==> src/rtl/irq_pending_latch.sv <==
// irq_pending_latch: synchronizes eight async interrupt lines, latches rising
// edges as pending bits and runs a REQ/ACK handshake with a downstream consumer.
module irq_pending_latch #(
    parameter int unsigned SYNC_STAGES = 2
) (
    input  logic       clk,
    input  logic       rst_n,
    input  logic [7:0] irq_in,
    input  logic [7:0] mask,
    input  logic       ack,
    input  logic [2:0] ack_id,
    output logic [7:0] pend_out,
    output logic       irq_req,
    output logic [7:0] ovr,
    output logic       ack_err
);

    localparam int unsigned N_SRC = 8;

    typedef enum logic [1:0] {
        S_IDLE = 2'd0,
        S_REQ  = 2'd1,
        S_HOLD = 2'd2
    } state_t;

    state_t state_q, state_nxt;

    logic [SYNC_STAGES-1:0][N_SRC-1:0] sync_q;
    logic [N_SRC-1:0] dly_q;
    logic [N_SRC-1:0] rise;
    logic [N_SRC-1:0] pending_q, pending_nxt;
    logic [N_SRC-1:0] ovr_nxt;
    logic [N_SRC-1:0] ack_sel;
    logic [N_SRC-1:0] clr;
    logic             ack_in_req;
    logic             ack_hit;
    logic             ack_err_nxt;

    // First synchronizer stage samples the raw lines
    always_ff @(posedge clk or negedge rst_n) begin
        if (!rst_n) sync_q[0] <= '0;
        else        sync_q[0] <= irq_in;
    end

    for (genvar s = 1; s < SYNC_STAGES; s++) begin : g_sync
        // Remaining synchronizer stages
        always_ff @(posedge clk or negedge rst_n) begin
            if (!rst_n) sync_q[s] <= '0;
            else        sync_q[s] <= sync_q[s-1];
        end
    end

    // Delayed copy of the last sync stage; resetting to 0 makes a line that is
    // already high at reset release look like a fresh rising edge
    always_ff @(posedge clk or negedge rst_n) begin
        if (!rst_n) dly_q <= '0;
        else        dly_q <= sync_q[SYNC_STAGES-1];
    end

    assign rise     = sync_q[SYNC_STAGES-1] & ~dly_q;
    assign pend_out = pending_q & mask;

    // Pending/overrun/error update; a new edge always beats a same-cycle clear
    always_comb begin
        ack_sel     = N_SRC'(1) << ack_id;
        ack_in_req  = ack && (state_q == S_REQ);
        ack_hit     = ack_in_req && pending_q[ack_id];
        clr         = ack_hit ? ack_sel : '0;
        pending_nxt = (pending_q & ~clr) | rise;
        // A colliding edge keeps the overrun history since the slot is re-armed
        ovr_nxt     = (ovr & ~(clr & ~rise)) | (rise & pending_q & ~clr);
        ack_err_nxt = ack_err | (ack && !ack_hit);
    end

    // Handshake next-state: REQ until ack or nothing visible, HOLD for one cycle
    always_comb begin
        state_nxt = state_q;
        case (state_q)
            S_IDLE:  if (pend_out != '0) state_nxt = S_REQ;
            S_REQ: begin
                if (ack)                  state_nxt = S_HOLD;
                else if (pend_out == '0)  state_nxt = S_IDLE;
            end
            S_HOLD:  state_nxt = S_IDLE;
            default: state_nxt = S_IDLE;
        endcase
    end

    // State and registered outputs
    always_ff @(posedge clk or negedge rst_n) begin
        if (!rst_n) begin
            state_q   <= S_IDLE;
            irq_req   <= 1'b0;
            pending_q <= '0;
            ovr       <= '0;
            ack_err   <= 1'b0;
        end else begin
            state_q   <= state_nxt;
            irq_req   <= (state_nxt == S_REQ);
            pending_q <= pending_nxt;
            ovr       <= ovr_nxt;
            ack_err   <= ack_err_nxt;
        end
    end

endmodule

==> config.mk <==
export PLATFORM = sky130hd
export DESIGN_NAME = irq_pending_latch
export DESIGN_NICKNAME = d
export VERILOG_FILES = /design/src/rtl/irq_pending_latch.sv
export SDC_FILE = /design/constraint.sdc
export NUM_CORES = 1
export LEC_CHECK = 0
export BUFFER_PORTS_ARGS = -buffer_cell sky130_fd_sc_hd__buf_2
export CORE_UTILIZATION = 55
export DETAILED_ROUTE_END_ITERATION = 10
export GPL_TIMING_DRIVEN = 1
export HOLD_SLACK_MARGIN = 0.06
export PLACE_DENSITY_LB_ADDON = 0.05
export SYNTH_ARGS = -nofsm -noshare
export SYNTH_HDL_FRONTEND = slang
export SYNTH_SLANG_ARGS = --single-unit
==> constraint.sdc <==
create_clock -name clk -period 2.7 [get_ports clk]
set_clock_uncertainty 0.2 [all_clocks]
set_input_delay 0.675 -clock clk [delete_from_list [all_inputs] [get_ports clk]]
set_output_delay 0.675 -clock clk [all_outputs]
set_load 0.03 [all_outputs]
### Yosys cells after proc, flatten, opt, wreduce, memory -nomap -nowiden

Index checks and enable logic that the tools add are counted.
W data, S select, Z words.

| word-level totals | value |
|---|---|
| input bits | 22 |
| output and inout bits | 18 |
| register bits | 44 |

| cells by class | value |
|---|---|
| mux-type cells | 7 |
| reduce and logical (&&, ||, !) cells | 7 |
| equal/unequal tests | 2 |
| shift-type cells | 1 |
| bitwise operators | 14 |
| order comparisons | 1 |

Operators by type and width:

| kind | count |
|---|---|
| $and A8 B8 Y8 | 7 |
| $not A8 Y8 | 4 |
| $or A8 B8 Y8 | 2 |
| $logic_not A8 Y1 | 1 |
| $mux W8 | 1 |
| $reduce_bool A8 Y1 | 1 |
| $shl A1 B3 Y8 const A | 1 |
| $mux W2 | 3 |
| $eq A2 B1 Y1 const B | 2 |
| $lt A3 B4 Y1 const B | 1 |
| $pmux W2 S2 | 1 |
| $bmux W1 S3 | 1 |
| $logic_and A1 B1 Y1 | 3 |
| $logic_not A2 Y1 | 1 |
| $logic_not A1 Y1 | 1 |
| $mux W1 | 1 |
| $or A1 B1 Y1 | 1 |

### Logic depth before layout (Yosys ltp)

| logic depth | value |
|---|---|
| depth in word-level cells | 8 |
| mapped depth | 4 |
| gate-level depth less buffers | 3 |

### Least setup slack after synthesis

Ideal clock, no wire load.

| path | value |
|---|---|
| kind | in2reg |
| start | input mask[4] |
| end | register irq_req |
| cell stages on the path | 3 |
| data arrival time | 1.718 ns |
| library setup time | 0.129 ns |
| slack | 0.653 ns |
| path through | and2_1 > or4_4 > o41a_1 |

| on the way | value |
|---|---|
| cells in the longest elaborated chain, start to end | 6 |

Ends and longest elaborated chain:

| element | line | text |
|---|---|---|
| start: declaration | 9 | `input logic [7:0] mask,` |
| $and A8 B8 Y8 * | 61 | `assign pend_out = pending_q & mask;` |
| $logic_not A8 Y1 | 82 | `else if (pend_out == '0) state_nxt = S_IDLE;` |
| $mux W2 | 82 |  |
| $mux W2 | 81 | `if (ack) state_nxt = S_HOLD;` |
| $pmux W2 S2 * | 78 | `case (state_q)` |
| $eq A2 B1 Y1 * | 99 | `irq_req <= (state_nxt == S_REQ);` |
| end signal: assignment | 99 |  |
| end: declaration | 13 | `output logic irq_req,` |

Mark *: on every way between the ends. The rest lies on a longest branch, timed or not.

### Final worst setup path

| path | value |
|---|---|
| start | register pending_q[0] |
| end | output pend_out[0] |

| on the way | value |
|---|---|
| cells in the longest elaborated chain, start to end | 1 |

Ends and longest elaborated chain:

| element | line | text |
|---|---|---|
| start: declaration | 31 | `logic [N_SRC-1:0] pending_q, pending_nxt;` |
| start signal: assignment | 100 | `pending_q <= pending_nxt;` |
| $and A8 B8 Y8 | 61 |  |
| end: declaration | 12 | `output logic [7:0] pend_out,` |

No other way between the ends.

==> results.txt <==
The horizontal die dimension came out at 56.9 um. The top fanout value on the critical path is 4. The startpoint identified for the worst hold timing path is sync_q[7]. The worst-skew pair later-pin latency came out at around 0.37 ns. The number of inserted diodes is 0. The count of flip-flops with a built-in enable after synthesis came out at 0. The tree built by TritonCTS fans out to 44 sinks. The CTS buffer count came out at 5. The post-layout total power is around 1.4 mW. The critical path start-end classification is reg2out.

The number of max-slew violations in the final report is 0. The core region is 2810 sq um. Counting flops with an async set or reset pin after synthesis yields a share of 100%. The final reports fail on DRC. The synthesis-stage register bit count is 44. The post-placement worst setup slack is 0.622 ns. Setup repair after global routing left no endpoint under its margin. Tracing the worst setup path back leads to its startpoint at pending_q[0]. The arrival time reported for the critical path endpoint is around 1.2 ns.

The worst hold path terminates at sync_q[15]. Once layout is complete, the utilization of the core stands at 71.0%. The share of Yosys cell area claimed by the top area cell type is 66.4%. Compared with the post-synthesis result, the final layout area differs by 20.1%. For this design the static power due to leakage is 0.910 nW. The type of element launching the critical path is a register. Summed over all failing endpoints, the final setup total negative slack is 0 ns.

The wire length of the first global-routing pass came out at 5.15 mm. Measured against its own limit, the worst slew margin works out to 69.3%. The die covers 3240 sq um. A synthesized cell averages 12.1 sq um. The number of post-CTS setup repair buffers is 0. The max-capacitance violation count is 0. The count of routing violations after the opening detailed-route iteration came out at 35. The final setup violation count came out at 0. The die height is 56.9 um. The layout net count came out at 205. The number of resized instances in the post-cts repair step came out at 0. The post-route minimum period is just over 2 ns. The total iterations of the first detailed-routing run is 7. The commonest cells after synthesis are sky130_fd_sc_hd__dfrtp_1 (44), sky130_fd_sc_hd__a21oi_1 (15), sky130_fd_sc_hd__nor2b_1 (11). The count of endpoints failing hold in the final timing report is 0. The cell area after placement is ~1900 sq um.

The count of vias placed by the detailed router came out at 1,190. In this run the critical register-to-register path is captured at irq_req. In this run the remaining antenna-violating nets after routing total 0.

In this run the critical register-to-register path is launched from pending_q[3]. The H-tree was split into 2 levels. Among all flip-flop cells after synthesis, the most frequent one is sky130_fd_sc_hd__dfrtp_1. Summed over all instances, the cell type with the most area after synthesis is sky130_fd_sc_hd__dfrtp_1.

For this design the ratio of total power to cell area is 690 nW/um^2. The number of cells traversed by the worst register-to-register path came out at 3. The classification of the worst-slack hold path is reg2reg. The clock-pin slew of the registers on the worst-case setup and hold paths came out at 0.14 ns. The setup slack after layout came out at roughly 0.63 ns. The peak ir drop on the vdd network is roughly 600 uV. The post-synthesis instance area is between 1500 and 2000 sq um. For this block, the routed nets add up to ~3 mm of wire. STA classifies the critical path endpoint as a primary output. Sorting the synthesized cells by area gives the leading types as sky130_fd_sc_hd__dfrtp_1 (66%), sky130_fd_sc_hd__a21oi_1 (4.5%), sky130_fd_sc_hd__nor2b_1 (4.1%), sky130_fd_sc_hd__a31oi_1 (2.6%), sky130_fd_sc_hd__or2_2 (2.6%).

In the routed design, unresolved DRC markers number 8. The peak clock frequency supported by timing came out at 0.483 GHz. TritonCTS built the clock tree. The post-detailed-route via-to-cell ratio is 5.53. The fraction of layout instances using a drive strength above 1 is 33.2%. The overflow left after global routing came out at 0. In the final routed layout, each cell accounts on average for 14.3 um. The via count of the first global-routing pass is 1,149. Data on the critical path is required at its endpoint by 1.82 ns.

The routability congestion estimate came out at 0.800. When the netlist entered floorplanning its net count stood at about 160. The starting utilization of the core area is 59.1%. The number of standard-cell rows in the floorplan is 19. Along the worst hold path, the cell count comes to 0. The number of distinct library cell variants in the gate-level netlist after synthesis is 25. The slew at the pin closest to its max-slew limit came out at about 0.45 ns.

The worst-case register-to-register setup slack is 0.93 ns. The tree is rooted in a sky130_fd_sc_hd__clkbuf_4. The number of warnings printed during yosys synthesis came out at 0. For this design the top-level I/O count stands at 40. The final critical-path share of the clock period is 76.8%. The maximum clock path buffer count is 2. The run finished, with violations left. Of the synthesized area, sequential elements account for 66.4%. The initial antenna violation count came out at 0. In this run the tool buffered the top-level ports with 39 buffer cells. The filler cell count in the final layout came out at 213.

sky130_fd_sc_hd__dfrtp_1 is the most common cell in the netlist. The total half-perimeter wirelength after legalization and detailed placement is 2.25 mm. The post-route cell area is between 1500 and 2000 sq um. The cell count after synthesis came out at 137.

The largest net degree at the start of global routing came out at 20. The overall routing resource usage is 21.9%.
==> through the flow <==
| step | std cells | hold WS (ns) |
|---|---|---|
| global route | 215 | 0.171 |
| detailed placement | 206 | 0.136 |
| floorplan | 137 | 0.131 |
| finish | 215 | 0.163 |
| CTS | 215 | 0.166 |
| global placement | 206 | 0.132 |
==> where the power goes <==
group	internal [mW]	switching, mW
registers	0.707	0.0311
clock network	0.198	0.225
logic	0.0806	0.133
total	0.985	0.388
==> worst max-delay path, cell delays in order (launching register included) <==
cell and delay, ns:
sky130_fd_sc_hd__dfrtp_1 0.45, sky130_fd_sc_hd__and2_1 0.20, sky130_fd_sc_hd__buf_2 0.18
==> metal layers <==
layer  share of wire [%]  wire (um)  global-route usage, %
met3                 6.2        190                   5.30
met4                 1.4         43                   10.5
met2                  48       1470                   34.8
met1                  45       1370                   28.4
met5                   0          0                      0
==> worst max path at each step <==
stage / endpoint / slack, ns / cells after the start
floorplan: irq_req / 0.65 / 3
global placement: irq_req / 0.64 / 4
detailed placement: irq_req / 0.62 / 4
CTS: pend_out[7] / 0.62 / 2
global route: pend_out[7] / 0.58 / 2
finish: pend_out[0] / 0.63 / 2
==> placed cells by master, fill, tap and decap left out, types with 2 or more instances in the layout <==
master	Yosys	layout
sky130_fd_sc_hd__dfrtp_1	44	44
sky130_fd_sc_hd__buf_2	2	39
sky130_fd_sc_hd__a21oi_1	15	15
sky130_fd_sc_hd__nor2b_1	11	11
sky130_fd_sc_hd__inv_1	9	9
sky130_fd_sc_hd__o21ai_0	8	8
sky130_fd_sc_hd__or2_2	7	7
sky130_fd_sc_hd__a31oi_1	7	7
sky130_fd_sc_hd__and2_1	6	6
sky130_fd_sc_hd__clkbuf_4	0	5
sky130_fd_sc_hd__nor2_1	4	4
sky130_fd_sc_hd__nand2_1	3	3
sky130_fd_sc_hd__buf_4	0	3
sky130_fd_sc_hd__and2_4	2	2
sky130_fd_sc_hd__o41a_1	2	2
sky130_fd_sc_hd__a41oi_1	2	2
sky130_fd_sc_hd__nand3_1	2	2
sky130_fd_sc_hd__a21o_1	2	2
sky130_fd_sc_hd__mux2i_1	2	2
==> what timing repair did <==
item | in CTS | in global routing
endpoints found under the setup margin | 0 | 0
hold buffers | 1 | 0
endpoints found under the hold margin | 17 | 0
==> registers in the layout, indices dropped and copies added (netlist names) <==
register / count
pending_q: 8
irq_req: 1
ack_err: 1
state_q: 2
sync_q: 16
dly_q: 8
ovr: 8
==> final cells by class <==
cell class	count	area, sq um	share of cell area, %
Clock buffer	5	37.5	1.88
Clock inverter	3	46.3	2.32
Inverter	9	33.8	1.70
Timing Repair Buffer	43	228	11.4
Multi-Input combinational cell	80	507	25.4
Tap cell	31	38.8	1.95
Sequential cell	44	1100	55.3
==> kinds of logic after synthesis <==
logic type,after synthesis,synth area share [%]
mux,3,1.89
buf+inv,13,3.09
simple gates,38,14.2
compound gates,39,14.5
flops,44,66.4
No activity file was read; power rests on OpenSTA's default activity.
